===== config.mk =====
export PLATFORM = sky130hd
export DESIGN_NAME = pwm_fade_sequencer
export DESIGN_NICKNAME = d
export VERILOG_FILES = /design/src/rtl/pwm_pkg.sv /design/src/rtl/pwm_fade_sequencer_btn_debounce.sv /design/src/rtl/pwm_fade_sequencer.sv
export SDC_FILE = /design/constraint.sdc
export NUM_CORES = 1
export LEC_CHECK = 0
export CORE_MARGIN = 4
export CORE_UTILIZATION = 25
export DETAILED_ROUTE_END_ITERATION = 8
export MAX_ROUTING_LAYER = met4
export SLEW_MARGIN = 25
export SYNTH_ARGS = -nofsm -noshare
export SYNTH_HDL_FRONTEND = slang
export SYNTH_SLANG_ARGS = --single-unit

===== constraint.sdc =====
create_clock -name clk -period 5.4 [get_ports clk]
set_input_delay 1.62 -clock clk [delete_from_list [all_inputs] [get_ports clk]]
set_output_delay 1.62 -clock clk [all_outputs]
set_load 0.02 [all_outputs]

===== src/rtl/pwm_pkg.sv =====
// Shared definitions for the LED fade sequencer: default widths and FSM encoding.
package pwm_pkg;
  localparam int PWM_DUTY_W = 16;
  localparam int PWM_PERIOD = 50000;

  typedef enum logic [1:0] {
    IDLE       = 2'd0,
    PRIME      = 2'd1,
    PRIME_WAIT = 2'd2,
    RUN        = 2'd3
  } state_e;
endpackage


===== src/rtl/pwm_fade_sequencer_btn_debounce.sv =====
// Two-flop synchroniser plus debounce counter; emits one pulse per clean press.
module btn_debounce #(
  parameter int DEB_CYCLES = 1000
) (
  input  logic clk,
  input  logic rst_n,
  input  logic btn_n_i,
  output logic press_o
);
  localparam int CNT_W = $clog2(DEB_CYCLES + 1);

  // Synchronised level is stored as "pressed" so the cleared state means released.
  logic             sync0_q, sync1_q;
  logic [CNT_W-1:0] cnt_q, cnt_d;

  always_ff @(posedge clk or negedge rst_n) begin
    if (!rst_n) begin
      sync0_q <= 1'b0;
      sync1_q <= 1'b0;
      cnt_q   <= '0;
    end else begin
      sync0_q <= ~btn_n_i;
      sync1_q <= sync0_q;
      cnt_q   <= cnt_d;
    end
  end

  // Counter saturates at DEB_CYCLES so a held button fires only once.
  always_comb begin
    cnt_d = cnt_q;
    if (!sync1_q) cnt_d = '0;
    else if (cnt_q != CNT_W'(DEB_CYCLES)) cnt_d = cnt_q + 1'b1;
  end

  assign press_o = sync1_q && (cnt_q == CNT_W'(DEB_CYCLES - 1));
endmodule


===== src/rtl/pwm_fade_sequencer.sv =====
// Steps a duty ROM, holding each entry for HOLD_PERIODS PWM periods; duty changes only on period boundaries.
module pwm_fade_sequencer
  import pwm_pkg::*;
#(
  parameter int PERIOD       = PWM_PERIOD,
  parameter int DUTY_W       = PWM_DUTY_W,
  parameter int ADDR_W       = 4,
  parameter int ROM_LAST     = 15,
  parameter int HOLD_PERIODS = 10,
  parameter int DEB_CYCLES   = 1000
) (
  input  logic              clk,
  input  logic              rst_n,
  input  logic              btn_start_n,
  input  logic              btn_stop_n,
  input  logic              mode,
  output logic [ADDR_W-1:0] rom_addr,
  input  logic [DUTY_W-1:0] rom_data,
  output logic [DUTY_W-1:0] duty,
  output logic              pwm_en,
  output logic              period_tick,
  output logic              busy
);
  localparam int PER_W  = $clog2(PERIOD);
  localparam int HOLD_W = (HOLD_PERIODS > 1) ? $clog2(HOLD_PERIODS) : 1;
  localparam logic [ADDR_W-1:0] LAST = ADDR_W'(ROM_LAST);

  function automatic logic [DUTY_W-1:0] clamp(input logic [DUTY_W-1:0] v);
    if (v > DUTY_W'(PERIOD)) return DUTY_W'(PERIOD);
    return v;
  endfunction

  // Returns {down, addr}; endpoints are visited once in ping-pong.
  function automatic logic [ADDR_W:0] next_addr(input logic [ADDR_W-1:0] a,
                                                input logic down, input logic pp);
    logic [ADDR_W:0] r;
    r = {1'b0, a + 1'b1};
    if (!pp) begin
      if (a == LAST) r = '0;
    end else if (down) begin
      if (a == '0) r = {1'b0, ADDR_W'(1)};
      else r = {1'b1, a - 1'b1};
    end else if (a == LAST) begin
      r = {1'b1, a - 1'b1};
    end
    return r;
  endfunction

  logic start_evt, stop_evt;

  btn_debounce #(.DEB_CYCLES(DEB_CYCLES)) u_deb_start (
    .clk(clk), .rst_n(rst_n), .btn_n_i(btn_start_n), .press_o(start_evt)
  );
  btn_debounce #(.DEB_CYCLES(DEB_CYCLES)) u_deb_stop (
    .clk(clk), .rst_n(rst_n), .btn_n_i(btn_stop_n), .press_o(stop_evt)
  );

  state_e              state_q, state_d;
  logic [ADDR_W-1:0]   addr_q, addr_d;
  logic                down_q, down_d;
  logic [DUTY_W-1:0]   duty_q, duty_d;
  logic [DUTY_W-1:0]   shadow_q, shadow_d;
  logic                en_q, en_d;
  logic [PER_W-1:0]    per_q, per_d;
  logic [HOLD_W-1:0]   hold_q, hold_d;
  logic                rd_vld_p0_q, rd_vld_p0_d, rd_vld_p1_q, rd_vld_p1_d;
  logic                tick;

  always_ff @(posedge clk or negedge rst_n) begin
    if (!rst_n) begin
      state_q     <= IDLE;
      addr_q      <= '0;
      down_q      <= 1'b0;
      duty_q      <= '0;
      shadow_q    <= '0;
      en_q        <= 1'b0;
      per_q       <= '0;
      hold_q      <= '0;
      rd_vld_p0_q <= 1'b0;
      rd_vld_p1_q <= 1'b0;
    end else begin
      state_q     <= state_d;
      addr_q      <= addr_d;
      down_q      <= down_d;
      duty_q      <= duty_d;
      shadow_q    <= shadow_d;
      en_q        <= en_d;
      per_q       <= per_d;
      hold_q      <= hold_d;
      rd_vld_p0_q <= rd_vld_p0_d;
      rd_vld_p1_q <= rd_vld_p1_d;
    end
  end

  assign tick = en_q && (per_q == PER_W'(PERIOD - 1));

  always_comb begin
    state_d     = state_q;
    addr_d      = addr_q;
    down_d      = down_q;
    duty_d      = duty_q;
    shadow_d    = shadow_q;
    en_d        = en_q;
    per_d       = per_q;
    hold_d      = hold_q;
    rd_vld_p0_d = 1'b0;
    rd_vld_p1_d = rd_vld_p0_q;

    if (en_q) per_d = tick ? '0 : per_q + 1'b1;
    // p0: new address on the ROM port; p1: its data is on rom_data
    if (rd_vld_p1_q) shadow_d = clamp(rom_data);

    case (state_q)
      IDLE: begin
        if (start_evt && !stop_evt) begin
          state_d = PRIME;
          addr_d  = '0;
          down_d  = 1'b0;
        end
      end
      PRIME: state_d = PRIME_WAIT;
      PRIME_WAIT: begin
        duty_d           = clamp(rom_data);
        en_d             = 1'b1;
        per_d            = '0;
        hold_d           = '0;
        {down_d, addr_d} = next_addr(addr_q, down_q, mode);
        rd_vld_p0_d      = 1'b1;
        state_d          = RUN;
      end
      RUN: begin
        if (tick) begin
          if (hold_q == HOLD_W'(HOLD_PERIODS - 1)) begin
            duty_d           = shadow_q;
            hold_d           = '0;
            {down_d, addr_d} = next_addr(addr_q, down_q, mode);
            rd_vld_p0_d      = 1'b1;
          end else begin
            hold_d = hold_q + 1'b1;
          end
        end
      end
      default: state_d = IDLE;
    endcase

    if (stop_evt && (state_q != IDLE)) begin
      state_d     = IDLE;
      addr_d      = '0;
      down_d      = 1'b0;
      duty_d      = '0;
      shadow_d    = '0;
      en_d        = 1'b0;
      per_d       = '0;
      hold_d      = '0;
      rd_vld_p0_d = 1'b0;
      rd_vld_p1_d = 1'b0;
    end
  end

  assign rom_addr    = addr_q;
  assign duty        = duty_q;
  assign pwm_en      = en_q;
  assign period_tick = tick;
  assign busy        = (state_q != IDLE);
endmodule

==> impl_metrics.tcl, run 1 <==
set metrics [dict create \
    die_h_um 140 \
    syn_inst 434 \
    setup_ws_ns 1.38 \
    cts_resized 0 \
    clock_path_buffers 2 \
    synth_fp_nets 467 \
    post-route-drc-count 0 \
    grt_pass1_vias 3333 \
    final_util_pct 31.5 \
    post-place-ws_ns 1.40 \
    syn-cell-area_um2 4330 \
    wire_per_inst_um 13.7 \
    cp-start-kind "flip-flop" \
    rsz0062_at_grt "false" \
    maxSlewViolCount 0 \
    final_cells 698 \
    worstPathMaxFanout 5 \
    routed_wl_um 9550 \
    power_mw 1.33 \
    overflow 0 \
    core-area_um2 16800 \
    fin_area_um2 5280 \
    synth_ff_type "dfrtp_1" \
    clk_pin_slew_ns 0.06 \
    yosys_register_bits 86 \
    tns_ns 0 \
    synth-async-reset-ratio_pct 100 \
    hold-worst-slack_ns 0.340 \
    worst_pin_slew_ns 0.845 \
    power_leakage_nw 2.32 \
    port_buffers 43 \
    synth_largest_area_cell "dfrtp_1" \
    grt_max_degree 87 \
    crit_type "flip-flop to primary output" \
    power_density_nw_per_um2 252 \
    crit_chain "or4b_4 > nor3_2 > and2_1 > clkdlybuf4s50_1" \
    rows 47 \
    grtUsageTotal_pct 10.6 \
    antenna_found_initial 0 \
    grt_pass1_wl_um 16600 \
    setup_violations 0 \
    syn_area_per_cell_um2 9.99 \
    ant_nets 0 \
    via_per_inst 4.85 \
    ctsHtreeMaxLevel 3 \
    max_stage_delay_ns 0.61 \
    die_area_um2 19500 \
    drive_above_1_share_pct 5.02 \
    drt_first_pass_iters 4 \
    min_period_ns 4.02 \
    min_path_type "flip-flop to flip-flop" \
    nets 506 \
    hold_viol 0 \
    ys_warn_count 0 \
    cts_tree "built" \
    dp_cells 682 \
    relSlewSlack_pct 43.5 \
    status "finished, final reports clean" \
    drv.max_cap_violation_count 0 \
    dp_hpwl_um 6610 \
    synth.distinct_cells 56 \
    path_delay_family "simple AND/OR/NAND/NOR gates" \
    num_vias 3384 \
    die_x_um 140 \
    ir_worst_vdd_mv 0.143 \
    numCtsBuffers 9 \
    place_area_um2 4980 \
    fin_skew_ns 0.00797 \
    yosysMostFrequentCell "dfrtp_1" \
    yosysSeqAreaShare_pct 49.7 \
    postCtsSetupBuffers 0 \
    crit_path_end_kind "primary output" \
    synth-edff-count 0 \
    clock_sinks 86 \
    yosys-top-cells-count "dfrtp_1 (86), nor2_1 (51), nand2_1 (30), nand3_1 (28)" \
    syn_to_final_growth_pct 21.8 \
    initial_core_util_pct 25.9 \
    path_buf_inv 1 \
    clk_latency_ns 0.34 \
    io_pins 44 \
    slowest_stage "clkdlybuf4s50_1" \
    arrival_ns 2.40 \
    max_freq_mhz 249 \
    place_congestion 0.807 \
    cp.required_ns 3.78 \
    synth_top_area_share_pct 49.7 \
    ctsHoldBuffers 0 \
    root_buffer "clkbuf_16" \
    diodes 0 \
    drt_iter0_markers 240 \
    min_period_over_period_pct 74.5 \
    synthTopCellsByArea "dfrtp_1 (50%), nor2_1 (4.4%), xnor2_1 (3.6%), ha_1 (3.5%), nand3_1 (3.2%)" \
]
area by class of cell:
class | count | area (µm²)
fill | 1720 | 11500
sequential | 86 | 2150
multi-input combinational | 314 | 2050
timing repair buffer | 44 | 439
tap | 220 | 275
clock buffer | 9 | 225
clock inverter | 7 | 73.8
inverter | 18 | 67.6
cell families (layout without fill, tap and decap cells):
logic type | after synthesis | in the layout | synth area share, %
AO/OA/AOI/OAI | 88 | 88 | 15.2
buffers and inverters | 34 | 78 | 3.23
adder cells (fa/ha/maj) | 12 | 12 | 3.46
flip-flops | 86 | 86 | 49.7
XOR/XNOR | 27 | 27 | 5.46
multiplexers | 9 | 9 | 2.11
AND/OR/NAND/NOR | 178 | 178 | 20.9
routing by layer:
layer  vias up  global-route usage [%]  routed length, µm  part of all wire, %
li1       1642                       -                  -                    -
met3         9                    3.84                621                  6.5
met2        85                    16.1               4370                   46
met4         0                    2.65                 67                 0.70
met1      1648                    13.5               4490                   47
met5         -                       -                  0                    0
registers in the layout, indices dropped and copies added (netlist names), 2 cells and up:
name	flops
per_q	16
rom_addr	4
state_q	2
shadow_q	16
u_deb_start.cnt_q	10
u_deb_stop.cnt_q	10
duty	16
hold_q	4
worst register-to-register path, cell delays in order, from the launching register on:
cell      delay, ns
dfrtp_1        0.43
ha_1           0.30
nand4b_1       0.17
nor4_2         0.05
buf_4          0.20
nor2_1         0.66
a221o_1        0.54
a21oi_1        0.10
o32ai_2        0.13
worst paths after layout:
kind	endpoint	from	slack (ns)	cells past startpoint
setup / recovery	period_tick	per_q[13]	1.38	4
hold / removal	u_deb_stop.sync1_q	u_deb_stop.sync0_q	0.34	0
setup reg to reg	rom_addr[3]	u_deb_stop.cnt_q[0]	2.74	8
hold reg to reg	u_deb_stop.sync1_q	u_deb_stop.sync0_q	0.34	0
max in group asynchronous	per_q[7]	rst_n	3.54	1
min in group asynchronous	rom_addr[0]	rst_n	1.32	1
cell usage in the layout, fill, tap and decap left out, types with 7 or more instances in the layout:
master / synthesis / final
a21oi_1: 12 / 12
a221oi_1: 10 / 10
a22o_1: 11 / 11
and2_1: 17 / 17
and3_1: 9 / 9
clkbuf_16: 0 / 9
clkdlybuf4s50_1: 0 / 42
dfrtp_1: 86 / 86
ha_1: 12 / 12
inv_1: 18 / 18
mux2i_1: 8 / 8
nand2_1: 30 / 30
nand3_1: 28 / 28
nand4_1: 7 / 7
nor2_1: 51 / 51
nor3_1: 7 / 7
o21ai_1: 12 / 11
xnor2_1: 18 / 18
xor2_1: 9 / 9
report_power, final:
part	switching (mW)	internal, mW	total (mW)
logic	0.0317	0.0230	0.0547
registers	0.00723	0.649	0.657
clock network	0.258	0.360	0.618
No activity file was read; power rests on OpenSTA's default activity.
==> run 2, diff against run 1 <==
==> constraint.sdc (replaced) <==
create_clock -name clk -period 3.55 [get_ports clk]
set_input_delay 1.065 -clock clk [delete_from_list [all_inputs] [get_ports clk]]
set_output_delay 1.065 -clock clk [all_outputs]
set_load 0.02 [all_outputs]
==> run 2 against run 1 <==
  * Die area did not move
  * Routed wire length rose by 3.9%
  * Sequential power up 52%
  * Worst hold slack improved by 0.0070 ns
  * Total power grew 47%
==> impl_metrics.tcl, run 2 (synthesis gave the netlist of run 1 again) <==
set metrics [dict create \
    status "finished, final reports clean" \
    relSlewSlack_pct 43.6 \
    hold-worst-slack_ns 0.347 \
    min_path_type "flip-flop to flip-flop" \
    crit_type "flip-flop to primary output" \
    grt_pass1_vias 3554 \
    hold_viol 0 \
    global_route.usage.met2_pct 17.4 \
    via_per_inst 4.84 \
    slowest_stage "clkdlybuf4s50_1" \
    grtUsageTotal_pct 10.9 \
    port_buffers 43 \
    power_leakage_nw 2.35 \
    nets 512 \
    ant_nets 0 \
    drt_iter0_markers 226 \
    final_cells 704 \
    ctsHoldBuffers 0 \
    grtUsageMet3_pct 4.36 \
    ctsHtreeMaxLevel 3 \
    final_cell_mix "dfrtp_1 (86), nor2_1 (51), clkdlybuf4s50_1 (42), nand2_1 (30), nand3_1 (28)" \
    place_area_um2 5020 \
    antenna_found_initial 0 \
    die_h_um 140 \
    fin_skew_ns 0.00962 \
    drive_above_1_share_pct 5.79 \
    path_buf_inv 1 \
    max_stage_delay_ns 0.61 \
    fillCellCount 1723 \
    clock_path_buffers 2 \
    crit_chain "or4b_4 > nor3_4 > and2_1 > clkdlybuf4s50_1" \
    min_period_ns 3.41 \
    gr-usage-met1_pct 12.8 \
    power_density_nw_per_um2 369 \
    crit_path_end_kind "primary output" \
    diodes 0 \
    dp_cells 688 \
    post-route-drc-count 0 \
    rsz0062_at_grt "false" \
    max_freq_mhz 293 \
    postCtsSetupBuffers 0 \
    cts_tree "built" \
    overflow 0 \
    dp_hpwl_um 7160 \
    numCtsBuffers 9 \
    worstPathMaxFanout 5 \
    clk_pin_slew_ns 0.06 \
    clk_latency_ns 0.35 \
    syn_to_final_growth_pct 22.2 \
    rows 47 \
    cts_resized 0 \
    setup_ws_ns 0.137 \
    core-area_um2 16800 \
    layout_commonest_cell "dfrtp_1" \
    wire_per_inst_um 14.1 \
    grt_busiest_layer "met2" \
    place_congestion 0.809 \
    power_mw 1.96 \
    min_period_over_period_pct 96.2 \
    cp-start-kind "flip-flop" \
    root_buffer "clkbuf_16" \
    worst_pin_slew_ns 0.843 \
    cp.required_ns 2.48 \
    grt_max_degree 43 \
    initial_core_util_pct 25.9 \
    final_util_pct 31.6 \
    post-place-ws_ns 0.449 \
    die_x_um 140 \
    ir_worst_vdd_mv 0.256 \
    io_pins 44 \
    setup_violations 0 \
    path_delay_family "simple AND/OR/NAND/NOR gates" \
    arrival_ns 2.35 \
    drv.max_cap_violation_count 0 \
    grt_pass1_wl_um 17100 \
    routed_wl_um 9930 \
    die_area_um2 19500 \
    drt_first_pass_iters 4 \
    fin_area_um2 5300 \
    maxSlewViolCount 0 \
    clock_sinks 86 \
    tns_ns 0 \
    num_vias 3407 \
]
[run 2: cell types whose count changed in the layout (fill, tap and decap cells not counted), sizes merged]
cell,change
clkbuf,+1
bufinv,-1
inv,+1
clkinv,-3
clkinvlp,+2
buf,+6
[run 2: worst paths after layout]
| path | to | from | cells after the start | slack (ns) |
|---|---|---|---|---|
| min in group asynchronous | rom_addr[0] | rst_n | 1 | 0.68 |
| max reg2reg | rom_addr[3] | u_deb_stop.cnt_q[0] | 8 | 0.94 |
| max | period_tick | per_q[13] | 4 | 0.14 |
| min reg2reg | u_deb_start.sync1_q | u_deb_start.sync0_q | 0 | 0.35 |
| min | u_deb_start.sync1_q | u_deb_start.sync0_q | 0 | 0.35 |
| max in group asynchronous | pwm_en | rst_n | 2 | 2.12 |
[run 2: worst reg2reg max path: cells and delay by family, from the launching register on]
kind | cells | cell delay [ns]
and+or+nand+nor | 3 | 0.87
adders and majority gates | 1 | 0.30
DFF | 1 | 0.43
AOI/OAI and AO/OA | 3 | 0.74
buffers and inverters | 1 | 0.17
[run 2: final cells by class]
cell class,instances,area [µm²],area share (%)
Sequential cell,86,2150,40.6
Multi-Input combinational cell,314,2050,38.7
Clock inverter,6,45.0,0.850
Timing Repair Buffer,50,480,9.07
Clock buffer,10,229,4.32
Inverter,18,67.6,1.28
Tap cell,220,275,5.20
[run 2: where the power goes]
group / switching, mW / internal, mW
sequential: 0.0112 / 0.988
combinational: 0.0484 / 0.0371
clock: 0.394 / 0.477
total: 0.454 / 1.50
[run 2: layer usage]
metal  wire [µm]  part of all wire, %  up-vias
li1            -                    -     1657
met1        4540                   46     1668
met2        4640                   47       72
met3         643                  6.5       10
met4          99                  1.0        0
met5           0                    0        -
==> run 3, diff against run 2 <==
--- a/config.mk
+++ b/config.mk
@@ -5,10 +5,10 @@
 export SDC_FILE = /design/constraint.sdc
 export NUM_CORES = 1
 export LEC_CHECK = 0
+export CAP_MARGIN = 20
 export CORE_MARGIN = 4
 export CORE_UTILIZATION = 25
 export DETAILED_ROUTE_END_ITERATION = 8
-export MAX_ROUTING_LAYER = met4
 export SLEW_MARGIN = 25
 export SYNTH_ARGS = -nofsm -noshare
 export SYNTH_HDL_FRONTEND = slang
==> run 3 against run 2 <==
  * Setup slack gained 0.0019 ns
  * Clock power is essentially flat
  * Sequential share of layout area is the same
  * Largest cell class unchanged
  * Final area is the same
  * Total power is essentially flat
  * Clock skew grew 0.0014 ns
  * Via count is essentially flat
  * Cell count is the same
  * Critical path depth is the same
  * Routed wire length grew 0.48%
==> impl_metrics.tcl, run 3 (synthesis gave the netlist of run 1 again) <==
set metrics [dict create \
    status "finished, final reports clean" \
    power_leakage_nw 2.35 \
    drv.max_cap_violation_count 0 \
    hold_viol 0 \
    dp_hpwl_um 7160 \
    via_per_inst 4.84 \
    drt_iter0_markers 200 \
    final_util_pct 31.6 \
    routed_wl_um 9970 \
    syn_to_final_growth_pct 22.2 \
    cp.required_ns 2.48 \
    ant_nets 0 \
    crit_path_end_kind "primary output" \
    ctsHtreeMaxLevel 3 \
    dp_cells 688 \
    port_buffers 43 \
    worstPathMaxFanout 5 \
    ctsHoldBuffers 0 \
    place_congestion 0.798 \
    min_period_ns 3.41 \
    root_buffer "clkbuf_16" \
    relSlewSlack_pct 43.4 \
    post-place-ws_ns 0.449 \
    final_cell_mix "dfrtp_1 (86), nor2_1 (51), clkdlybuf4s50_1 (42), nand2_1 (30), nand3_1 (28)" \
    arrival_ns 2.35 \
    setup_ws_ns 0.138 \
    num_vias 3405 \
    ir_worst_vdd_mv 0.255 \
    cts_tree "built" \
    layout_commonest_cell "dfrtp_1" \
    worstHoldPathCells 0 \
    nets 512 \
    min_path_type "flip-flop to flip-flop" \
    worst_pin_slew_ns 0.846 \
    clock_path_buffers 2 \
    die_h_um 140 \
    clock_sinks 86 \
    diodes 0 \
    initial_core_util_pct 25.9 \
    ff2ff_path_depth 6 \
    grt_pass1_wl_um 17100 \
    rsz0062_at_grt "false" \
    io_pins 44 \
    clk_pin_slew_ns 0.06 \
    drt_first_pass_iters 4 \
    power_density_nw_per_um2 369 \
    postCtsSetupBuffers 0 \
    die_x_um 140 \
    cts_resized 0 \
    grt_pass1_vias 3556 \
    tns_ns 0 \
    grt_max_degree 43 \
    crit_type "flip-flop to primary output" \
    overflow 0 \
    min_period_over_period_pct 96.1 \
    wire_per_inst_um 14.2 \
    grtUsageTotal_pct 10.6 \
    die_area_um2 19500 \
    drive_above_1_share_pct 5.79 \
    setup_violations 0 \
    final_cells 704 \
    cp-start-kind "flip-flop" \
    max_freq_mhz 293 \
    fin_skew_ns 0.0110 \
    post-route-drc-count 0 \
    fillCellCount 1723 \
    maxSlewViolCount 0 \
    numCtsBuffers 9 \
    antenna_found_initial 0 \
    core-area_um2 16800 \
    clk_latency_ns 0.35 \
    rows 47 \
]
==> run 3: cell counts in the layout (fill, tap and decap cells not counted) <==
No cell type changed its count.
==> run 3: cell type report <==
class / count / area [µm²] / share of cell area [%]
clock inverters: 6 / 45.0 / 0.850
well taps: 220 / 275 / 5.20
multi-input cells: 314 / 2050 / 38.7
inverters: 18 / 67.6 / 1.28
flip-flops and latches: 86 / 2150 / 40.6
clock buffers: 10 / 229 / 4.32
repair buffers: 50 / 480 / 9.07
==> run 3: per-layer routing <==
| layer | routed length (µm) | up-vias | GRT usage [%] | share of wire [%] |
|---|---|---|---|---|
| li1 | - | 1655 | - | - |
| met1 | 4630 | 1676 | 12.8 | 46 |
| met2 | 4680 | 67 | 17.4 | 47 |
| met3 | 603 | 7 | 4.36 | 6.0 |
| met4 | 65 | 0 | 3.11 | 0.65 |
| met5 | 0 | - | 0 | 0 |
==> run 3: metrics by stage <==
step	power, mW	instance area, µm²	hold WS, ns
after floorplan	1.04	4330	0.331
after global placement	1.10	5020	0.333
after detailed placement	1.10	5020	0.335
after CTS	1.99	5290	0.349
after global routing	2.05	5300	0.356
final	1.95	5300	0.347
==> run 3: path summary, 6_finish.rpt <==
kind | start | end | slack [ns]
setup / recovery | per_q[13] | period_tick | 0.14
hold / removal | u_deb_start.sync0_q | u_deb_start.sync1_q | 0.35
setup reg to reg | state_q[0] | rom_addr[3] | 0.94
hold reg to reg | u_deb_start.sync0_q | u_deb_start.sync1_q | 0.35
max in group asynchronous | rst_n | pwm_en | 2.12
min in group asynchronous | rst_n | rom_addr[0] | 0.69
==> run 3: where the power goes <==
group	switching (mW)	total (mW)	leakage, nW	internal, mW
sequential	0.0112	0.999	1.14	0.988
combinational	0.0487	0.0858	1.09	0.0371
clock	0.393	0.870	0.126	0.477
total	0.453	1.95	2.35	1.50
==> run 3: worst max-delay path: stages (launching register included) <==
cell and delay, ns:
dfrtp_1 0.43, or4b_4 0.58, nor3_4 0.22, and2_1 0.17, clkdlybuf4s50_1 0.61
